## config.mk

```make
export PLATFORM = sky130hd
export DESIGN_NAME = serial_deserializer
export DESIGN_NICKNAME = d
export VERILOG_FILES = /design/src/rtl/deser_pkg.sv /design/src/rtl/deser_out_reg.sv /design/src/rtl/serial_deserializer.sv
export SDC_FILE = /design/constraint.sdc
export NUM_CORES = 1
export LEC_CHECK = 0
export BUFFER_PORTS_ARGS = -buffer_cell sky130_fd_sc_hd__clkbuf_2
export CAP_MARGIN = 20
export CORE_ASPECT_RATIO = 1.2
export CORE_MARGIN = 2
export CORE_UTILIZATION = 55
export DETAILED_ROUTE_END_ITERATION = 8
export GPL_TIMING_DRIVEN = 0
export PLACE_DENSITY_LB_ADDON = 0.2
export SLEW_MARGIN = 30
export SYNTH_ARGS = -nofsm -noshare
export SYNTH_HDL_FRONTEND = slang
export SYNTH_HIERARCHICAL = 1
export SYNTH_SLANG_ARGS = --single-unit
```

## constraint.sdc

```tcl
create_clock -name clk -period 2.95 [get_ports clk]
set_input_delay 0.1475 -clock clk [delete_from_list [all_inputs] [get_ports clk]]
set_output_delay 0.1475 -clock clk [all_outputs]
set_load 0.005 [all_outputs]
```

## src/rtl/deser_pkg.sv

```systemverilog
// Shared types and defaults for the serial deserializer.
package deser_pkg;

    typedef enum logic {
        IDLE  = 1'b0,
        SHIFT = 1'b1
    } state_t;

    localparam int DEFAULT_WIDTH = 8;

endpackage

```

## src/rtl/deser_out_reg.sv

```systemverilog
// One-entry holding register for completed words with valid/ready and sticky overrun.
module deser_out_reg #(
    parameter int WIDTH = 8
) (
    input  logic             clk,
    input  logic             rst_n,
    input  logic             load,
    input  logic [WIDTH-1:0] word_in,
    input  logic             word_ready,
    input  logic             ovr_clr,
    output logic [WIDTH-1:0] word_out,
    output logic             word_valid,
    output logic             overrun
);

    logic holder_free;

    // A word consumed on this edge frees the slot for a word completing on the same edge.
    assign holder_free = !word_valid || word_ready;

    always_ff @(posedge clk or negedge rst_n) begin
        if (!rst_n) begin
            word_out   <= '0;
            word_valid <= 1'b0;
            overrun    <= 1'b0;
        end else begin
            if (load && holder_free) begin
                word_out   <= word_in;
                word_valid <= 1'b1;
            end else if (word_ready) begin
                word_valid <= 1'b0;
            end

            if (load && !holder_free) begin
                overrun <= 1'b1;
            end else if (ovr_clr) begin
                overrun <= 1'b0;
            end
        end
    end

endmodule

```

## src/rtl/serial_deserializer.sv

```systemverilog
// Serial-in/parallel-out word assembler, MSB first, with start-delimited frames.
//   state | meaning
//   IDLE  | waiting for a valid bit qualified by start
//   SHIFT | frame in progress, collecting bits until WIDTH are received
module serial_deserializer
    import deser_pkg::*;
#(
    parameter int WIDTH = DEFAULT_WIDTH
) (
    input  logic             clk,
    input  logic             rst_n,
    input  logic             bit_in,
    input  logic             bit_valid,
    input  logic             start,
    output logic [WIDTH-1:0] word_out,
    output logic             word_valid,
    input  logic             word_ready,
    output logic             busy,
    output logic             overrun,
    input  logic             ovr_clr
);

    localparam int CW = $clog2(WIDTH + 1);
    localparam logic [CW-1:0] LAST = CW'(WIDTH - 1);

    generate
        if (WIDTH < 2 || WIDTH > 32) begin : g_bad_width
            $error("serial_deserializer: WIDTH must be in 2..32");
        end
    endgenerate

    state_t           state;
    logic [WIDTH-1:0] shift_reg;
    logic [CW-1:0]    count;
    logic [WIDTH-1:0] next_word;
    logic             first_bit;
    logic             word_done;

    assign next_word = {shift_reg[WIDTH-2:0], bit_in};
    assign first_bit = bit_valid && start;
    assign word_done = (state == SHIFT) && bit_valid && !start && (count == LAST);

    always_ff @(posedge clk or negedge rst_n) begin
        if (!rst_n) begin
            state     <= IDLE;
            shift_reg <= '0;
            count     <= '0;
            busy      <= 1'b0;
        end else begin
            if (first_bit) begin
                // Start in either state begins a fresh frame; any partial word is dropped.
                shift_reg <= {{(WIDTH-1){1'b0}}, bit_in};
                count     <= CW'(1);
                state     <= SHIFT;
                busy      <= 1'b1;
            end else if (state == SHIFT && bit_valid) begin
                shift_reg <= next_word;
                if (count == LAST) begin
                    count <= '0;
                    state <= IDLE;
                    busy  <= 1'b0;
                end else begin
                    count <= count + 1'b1;
                end
            end
        end
    end

    deser_out_reg #(
        .WIDTH(WIDTH)
    ) u_out_reg (
        .clk        (clk),
        .rst_n      (rst_n),
        .load       (word_done),
        .word_in    (next_word),
        .word_ready (word_ready),
        .ovr_clr    (ovr_clr),
        .word_out   (word_out),
        .word_valid (word_valid),
        .overrun    (overrun)
    );

endmodule

```

==> out/results.ini, run 1 <==
[worst_setup_path]
worst_r2r_endpoint=u_out_reg/word_out[7]
timing.critical_path.max_delay_family=simple AND/OR/NAND/NOR gates
regToRegSetupSlack_ns=1.11
crit_path_max_fanout=8
critical-path-max-stage-delay_ns=0.41
critical_path.endpoint_type=register
crit_path_depth=5
timing.rr.start=count[0]
cp.required_ns=3.15
cp_slowest_cell=sky130_fd_sc_hd__dfrtp_1
startpoint_type=register
crit_chain=ha_1 > nand3b_1 > nor3_1 > nand2_4 > mux2_4
critical_path_buf_inv_count=0
rr_worst_depth=5
worst_ep_arrival_time_ns=2.03
path_class=register to register

[detailed_routing]
1st_iter_drt_viols=6
detailroute.via_count=661
detail_route.first_pass.iterations=4
route.final.wire_length_um=1670
detail_route.wl_per_cell_um=14.3
route.met2.wl_um=819
dr.max_layer_used=met4
route.layer.met1.wl_um=786
wl_met3_um=47
drt-vias-per-instance=5.65
drt_drc_violations_left=0
detail-route-antenna-nets=0

[layout]
nFillCells=120
nets=108
ratio_of_cells_with_drive_above_1_in_the_final_layout_pct=35.4
seq_area_um2=551
antennaDiodeCount=0
multi_input_area_um2=389
flow.area_growth_from_synthesis_pct=16.6
largest_register_ff_count=8

[worst_hold_path]
min-delay-path-class=input port to register
hp-start=ovr_clr
timing.hold.worst_endpoint=u_out_reg/overrun
holdPathStages=2

[clocking]
clock_latency_ns=0.30
cts_root_buf=sky130_fd_sc_hd__clkbuf_4
clkSinkCount=22
worst_setup_hold_path_clk_slew_ns=0.11
cts.repair.resized=0
tritoncts=built
max-clock-path-buffers=2
cts_max_level=1
inserted_clock_buffers=3
post_cts_buffers=0

[sta]
fin_ws_ns=1.11
hold_viol=0
maxSlewHeadroom_pct=64.3
fin_crit_ns=1.84
timing_worst_slew_pin_value_ns=0.535
grt_setup_unrepaired=false
fin_worst_skew_ns=0.00665
timing.final.max_slew_violations=0
timing.hold.ws_ns=0.0279
setup_total_negative_slack_ns=0
maxClockFrequency_mhz=545
report.final.setup_viol=0
layout_worst_path_cycle_share_pct=62.2

[synth]
primary_flip_flop_cell_chosen_by_synthesis_mapping=sky130_fd_sc_hd__dfrtp_1
synth_edf_count=0
netlist.area_leader.share_pct=55.5
biggest_area_consumer_among_synthesized_cells=sky130_fd_sc_hd__dfrtp_1
synthesis.area_per_instance_um2=12.7
yosys_warnings=6
synth_cell_types=25
mappedNetlistArea_um2=992
synthArstFlopShare_pct=100
synthCells=78
synth_area_leaders=sky130_fd_sc_hd__dfrtp_1 55%, sky130_fd_sc_hd__mux2_4 12%, sky130_fd_sc_hd__a22o_1 2.6%
syn-num-nets=86
ffs_latches_synth=22
sequential_fraction_of_the_synthesis_area_pct=55.5
synth_common_cells=22 x sky130_fd_sc_hd__dfrtp_1, 8 x sky130_fd_sc_hd__mux2_4, 6 x sky130_fd_sc_hd__inv_1, 6 x sky130_fd_sc_hd__nand2_1, 4 x sky130_fd_sc_hd__a21oi_1
synth.most_common_cell=sky130_fd_sc_hd__dfrtp_1

[power_and_ir_drop]
total_leakage_power_nw=0.615
finalPower_uw=642
power-per-cell-area_nw_per_um2=555
worst_ir_drop_vdd_mv=0.386

[placement]
port_buffers=16
gp_congestion=0.822
dp.final_hpwl_um=1200
dp_worst_setup_slack_ns=1.16

[global_routing]
grt_pass1_vias=672
global_route.usage.total_pct=18.4
global_route_overflow=0
antenna_found_initial=0
grt_start_max_net_pins=23
grt_pass1_wl_um=3020

[job]
max_cap_viol_count=0

[floorplanning]
die_span_in_y_um=50.5
floorplan.io_pins=18
rows=16
design.core.area_um2=1660
die_w_um=42.8
design.die.area_um2=2160
initial_core_util_pct=59.7

[outcome]
status=finished, final reports clean

==> placed cells by master (no fill, tap or decap), types with 2 or more instances in the layout <==
cell | synthesis | routed
sky130_fd_sc_hd__and3_1 | 3 | 3
sky130_fd_sc_hd__nand2_1 | 6 | 6
sky130_fd_sc_hd__a21oi_1 | 4 | 4
sky130_fd_sc_hd__inv_1 | 6 | 6
sky130_fd_sc_hd__dfrtp_1 | 22 | 22
sky130_fd_sc_hd__o21ai_1 | 2 | 2
sky130_fd_sc_hd__mux2_4 | 8 | 8
sky130_fd_sc_hd__nor3_1 | 2 | 2
sky130_fd_sc_hd__clkbuf_4 | 0 | 3
sky130_fd_sc_hd__o22ai_1 | 2 | 2
sky130_fd_sc_hd__a22o_1 | 3 | 3
sky130_fd_sc_hd__o2bb2ai_1 | 3 | 3
sky130_fd_sc_hd__clkbuf_2 | 0 | 16
sky130_fd_sc_hd__o21ai_0 | 3 | 3
sky130_fd_sc_hd__buf_6 | 2 | 2
==> worst max path at each step <==
stage / startpoint / to / slack, ns
4_1_cts: count[0] / u_out_reg/word_out[1] / 1.14
3_5_place_dp: count[0] / u_out_reg/word_out[4] / 1.16
6_report: count[0] / u_out_reg/word_out[7] / 1.11
2_1_floorplan: count[0] / u_out_reg/word_out[0] / 1.34
5_1_grt: count[1] / u_out_reg/word_out[6] / 0.98
3_3_place_gp: count[0] / u_out_reg/word_out[0] / 1.17
==> layer usage <==
| metal | global-route usage [%] | vias up |
|---|---|---|
| met5 | 0 | - |
| met4 | 6.25 | 0 |
| met3 | 3.24 | 2 |
| met2 | 28.0 | 17 |
| met1 | 26.4 | 317 |
| li1 | - | 325 |
==> what timing repair did <==
action,4_1_cts,5_1_grt
hold endpoints to repair,22,0
setup endpoints to repair,0,0
hold buffers,1,0
==> stage by stage <==
| step | utilization [%] | cell area, um2 | std cells |
|---|---|---|---|
| after floorplan | - | 992 | 78 |
| after CTS | 69.7 | 1160 | 117 |
| after detailed placement | 65.9 | 1090 | 112 |
| final | 69.7 | 1160 | 117 |
| after global placement | 65.9 | 1090 | 112 |
| after global routing | 69.7 | 1160 | 117 |
==> worst register-to-register path: stages (launching register included) <==
cell                       delay, ns
sky130_fd_sc_hd__dfrtp_1        0.41
sky130_fd_sc_hd__ha_1           0.21
sky130_fd_sc_hd__nand3b_1       0.17
sky130_fd_sc_hd__nor3_1         0.41
sky130_fd_sc_hd__nand2_4        0.20
sky130_fd_sc_hd__mux2_4         0.34
==> power by group <==
group	switching, mW	internal (mW)	total [mW]
Combinational	0.0351	0.0401	0.0752
Clock	0.0885	0.137	0.226
Sequential	0.0183	0.323	0.342
==> area by class of cell <==
cell class,instances,area share [%]
buffer,3,2.59
clock buffer,3,1.95
clock inverter,1,2.59
inverter,6,1.95
multi-input combinational,47,33.6
sequential,22,47.6
tap,18,1.95
timing repair buffer,17,7.78
==> kinds of logic (layout without fill, tap and decap cells) <==
logic type / Yosys count / after routing / synth area share (%)
and+or+nand+nor: 16 / 16 / 10.2
muxes: 9 / 9 / 13.2
DFF: 22 / 22 / 55.5
adders and majority gates: 1 / 1 / 1.26
buffers and inverters: 9 / 30 / 5.30
AOI/OAI and AO/OA: 21 / 21 / 14.5
No activity file was read; power rests on OpenSTA's default activity.
==> run 2, diff against run 1 <==
--- a/config.mk
+++ b/config.mk
@@ -9,7 +9,7 @@
 export CAP_MARGIN = 20
 export CORE_ASPECT_RATIO = 1.2
 export CORE_MARGIN = 2
-export CORE_UTILIZATION = 55
+export CORE_UTILIZATION = 53
 export DETAILED_ROUTE_END_ITERATION = 8
 export GPL_TIMING_DRIVEN = 0
 export PLACE_DENSITY_LB_ADDON = 0.2
==> constraint.sdc (replaced) <==
create_clock -name clk -period 1.7 [get_ports clk]
set_input_delay 0.085 -clock clk [delete_from_list [all_inputs] [get_ports clk]]
set_output_delay 0.085 -clock clk [all_outputs]
set_load 0.005 [all_outputs]
==> out/results.ini, run 2 (same netlist as run 1, synthesis figures left out) <==
[floorplanning]
rows=17
die_w_um=43.5
die_span_in_y_um=51.4
initial_core_util_pct=54.9
design.core.area_um2=1810
floorplan.io_pins=18
design.die.area_um2=2240

[sta]
maxSlewHeadroom_pct=65.3
grt_setup_unrepaired=true
layout_worst_path_cycle_share_pct=95.3
report.final.setup_viol=0
fin_crit_ns=1.62
timing_worst_slew_pin_value_ns=0.521
fin_worst_skew_ns=0.00314
fin_ws_ns=0.0801
timing.final.max_slew_violations=0
maxClockFrequency_mhz=617
hold_viol=0

[worst_setup_path]
critical_path.endpoint_type=register
path_class=register to register
timing.critical_path.max_delay_family=simple AND/OR/NAND/NOR gates
crit_path_max_fanout=8
crit_chain=ha_4 > nand3b_1 > nor3_4 > nand2_4 > mux2_4
cp.required_ns=1.90
startpoint_type=register
cp_slowest_cell=sky130_fd_sc_hd__dfrtp_1
worst_ep_arrival_time_ns=1.82
critical-path-max-stage-delay_ns=0.42
critical_path_buf_inv_count=0

[global_routing]
global_route_overflow=0
global_route.usage.total_pct=17.8
antenna_found_initial=0
grt_start_max_net_pins=23
grt_pass1_wl_um=2950
grt_pass1_vias=671

[clocking]
inserted_clock_buffers=3
worst_setup_hold_path_clk_slew_ns=0.12
clock_latency_ns=0.30
clkSinkCount=22
tritoncts=built
max-clock-path-buffers=2
cts_max_level=1
cts_root_buf=sky130_fd_sc_hd__clkbuf_4

[worst_hold_path]
min-delay-path-class=input port to register

[layout]
ratio_of_cells_with_drive_above_1_in_the_final_layout_pct=39.4
antennaDiodeCount=0
nets=113
largest_register_ff_count=8
most_common_cell_after_layout_fill_and_taps_aside=sky130_fd_sc_hd__dfrtp_1
final_design_area_no_fill_um2=1210
layout_common_cells=22 x sky130_fd_sc_hd__dfrtp_1, 16 x sky130_fd_sc_hd__clkbuf_2, 8 x sky130_fd_sc_hd__mux2_4
flow.area_growth_from_synthesis_pct=21.6

[detailed_routing]
1st_iter_drt_viols=12
drt_drc_violations_left=0
detailroute.via_count=694
detail_route.first_pass.iterations=5
drt-vias-per-instance=5.64
detail_route.wl_per_cell_um=14.2
route.final.wire_length_um=1750
detail-route-antenna-nets=0

[outcome]
status=finished, final reports clean

[power_and_ir_drop]
total_leakage_power_nw=0.635
power-per-cell-area_nw_per_um2=855
worst_ir_drop_vdd_mv=0.563
finalPower_mw=1.03

[placement]
dp_worst_setup_slack_ns=-0.120
dpl_cell_area_um2=1100
port_buffers=16
dp.final_hpwl_um=1170
gp_congestion=0.692

[job]
max_cap_viol_count=0

run 2: worst register-to-register path, delay by kind of cell, from the launching register on:
kind          cells  cell delay (ns)
simple gates      3             0.61
fa+ha+maj         1             0.16
flops             1             0.42
mux               1             0.33
run 2: worst paths after layout:
| path | from | endpoint | slack (ns) | cells after the start |
|---|---|---|---|---|
| worst max-delay path | count[0] | u_out_reg/word_out[0] | 0.08 | 5 |
| worst min register to register | count[2] | count[2] | 0.50 | 1 |
| worst min-delay path | bit_valid | shift_reg[5] | 0.02 | 2 |
| worst max register to register | count[0] | u_out_reg/word_out[0] | 0.08 | 5 |
| max in group asynchronous | rst_n | shift_reg[6] | 1.07 | 2 |
| min in group asynchronous | rst_n | count[3] | 0.29 | 2 |
run 2: repair_timing:
item,in CTS,in global routing
gates resized for setup,1,3
hold buffers,2,0
pin swaps,1,4
setup buffers,0,4
endpoints found under the hold margin,23,0
setup endpoints to repair,8,8
run 2: power breakdown:
group	total (mW)	switching (mW)	internal, mW
clock	0.278	0.148	0.130
combinational	0.160	0.0714	0.0888
sequential	0.592	0.0313	0.561
total	1.03	0.251	0.780
run 2: area by class of cell:
type / count / area, um2
fill: 133 / 602
multi-input combinational: 47 / 413
timing repair buffer: 22 / 130
inverter: 6 / 22.5
sequential: 22 / 551
clock buffer: 4 / 36.3
buffer: 3 / 30.0
tap: 19 / 23.8
run 2: metrics by stage:
step                      setup TNS, ns  util, %  hold slack [ns]  cells
after CTS                             0     64.0          0.00371    119
final                                 0     66.7           0.0171    123
after global placement           -0.715     60.6           0.0856    113
after global routing             -0.195     66.7          0.00160    123
after detailed placement         -0.936     60.6           0.0840    113
after floorplan                       0        -           -0.211     78
run 2: layer usage:
layer | vias to the layer above | wire, um | GRT usage (%)
li1 | 332 | - | -
met1 | 343 | 779 | 22.0
met2 | 17 | 906 | 30.8
met3 | 2 | 51 | 3.18
met4 | 0 | 12 | 6.06
met5 | - | 0 | 0
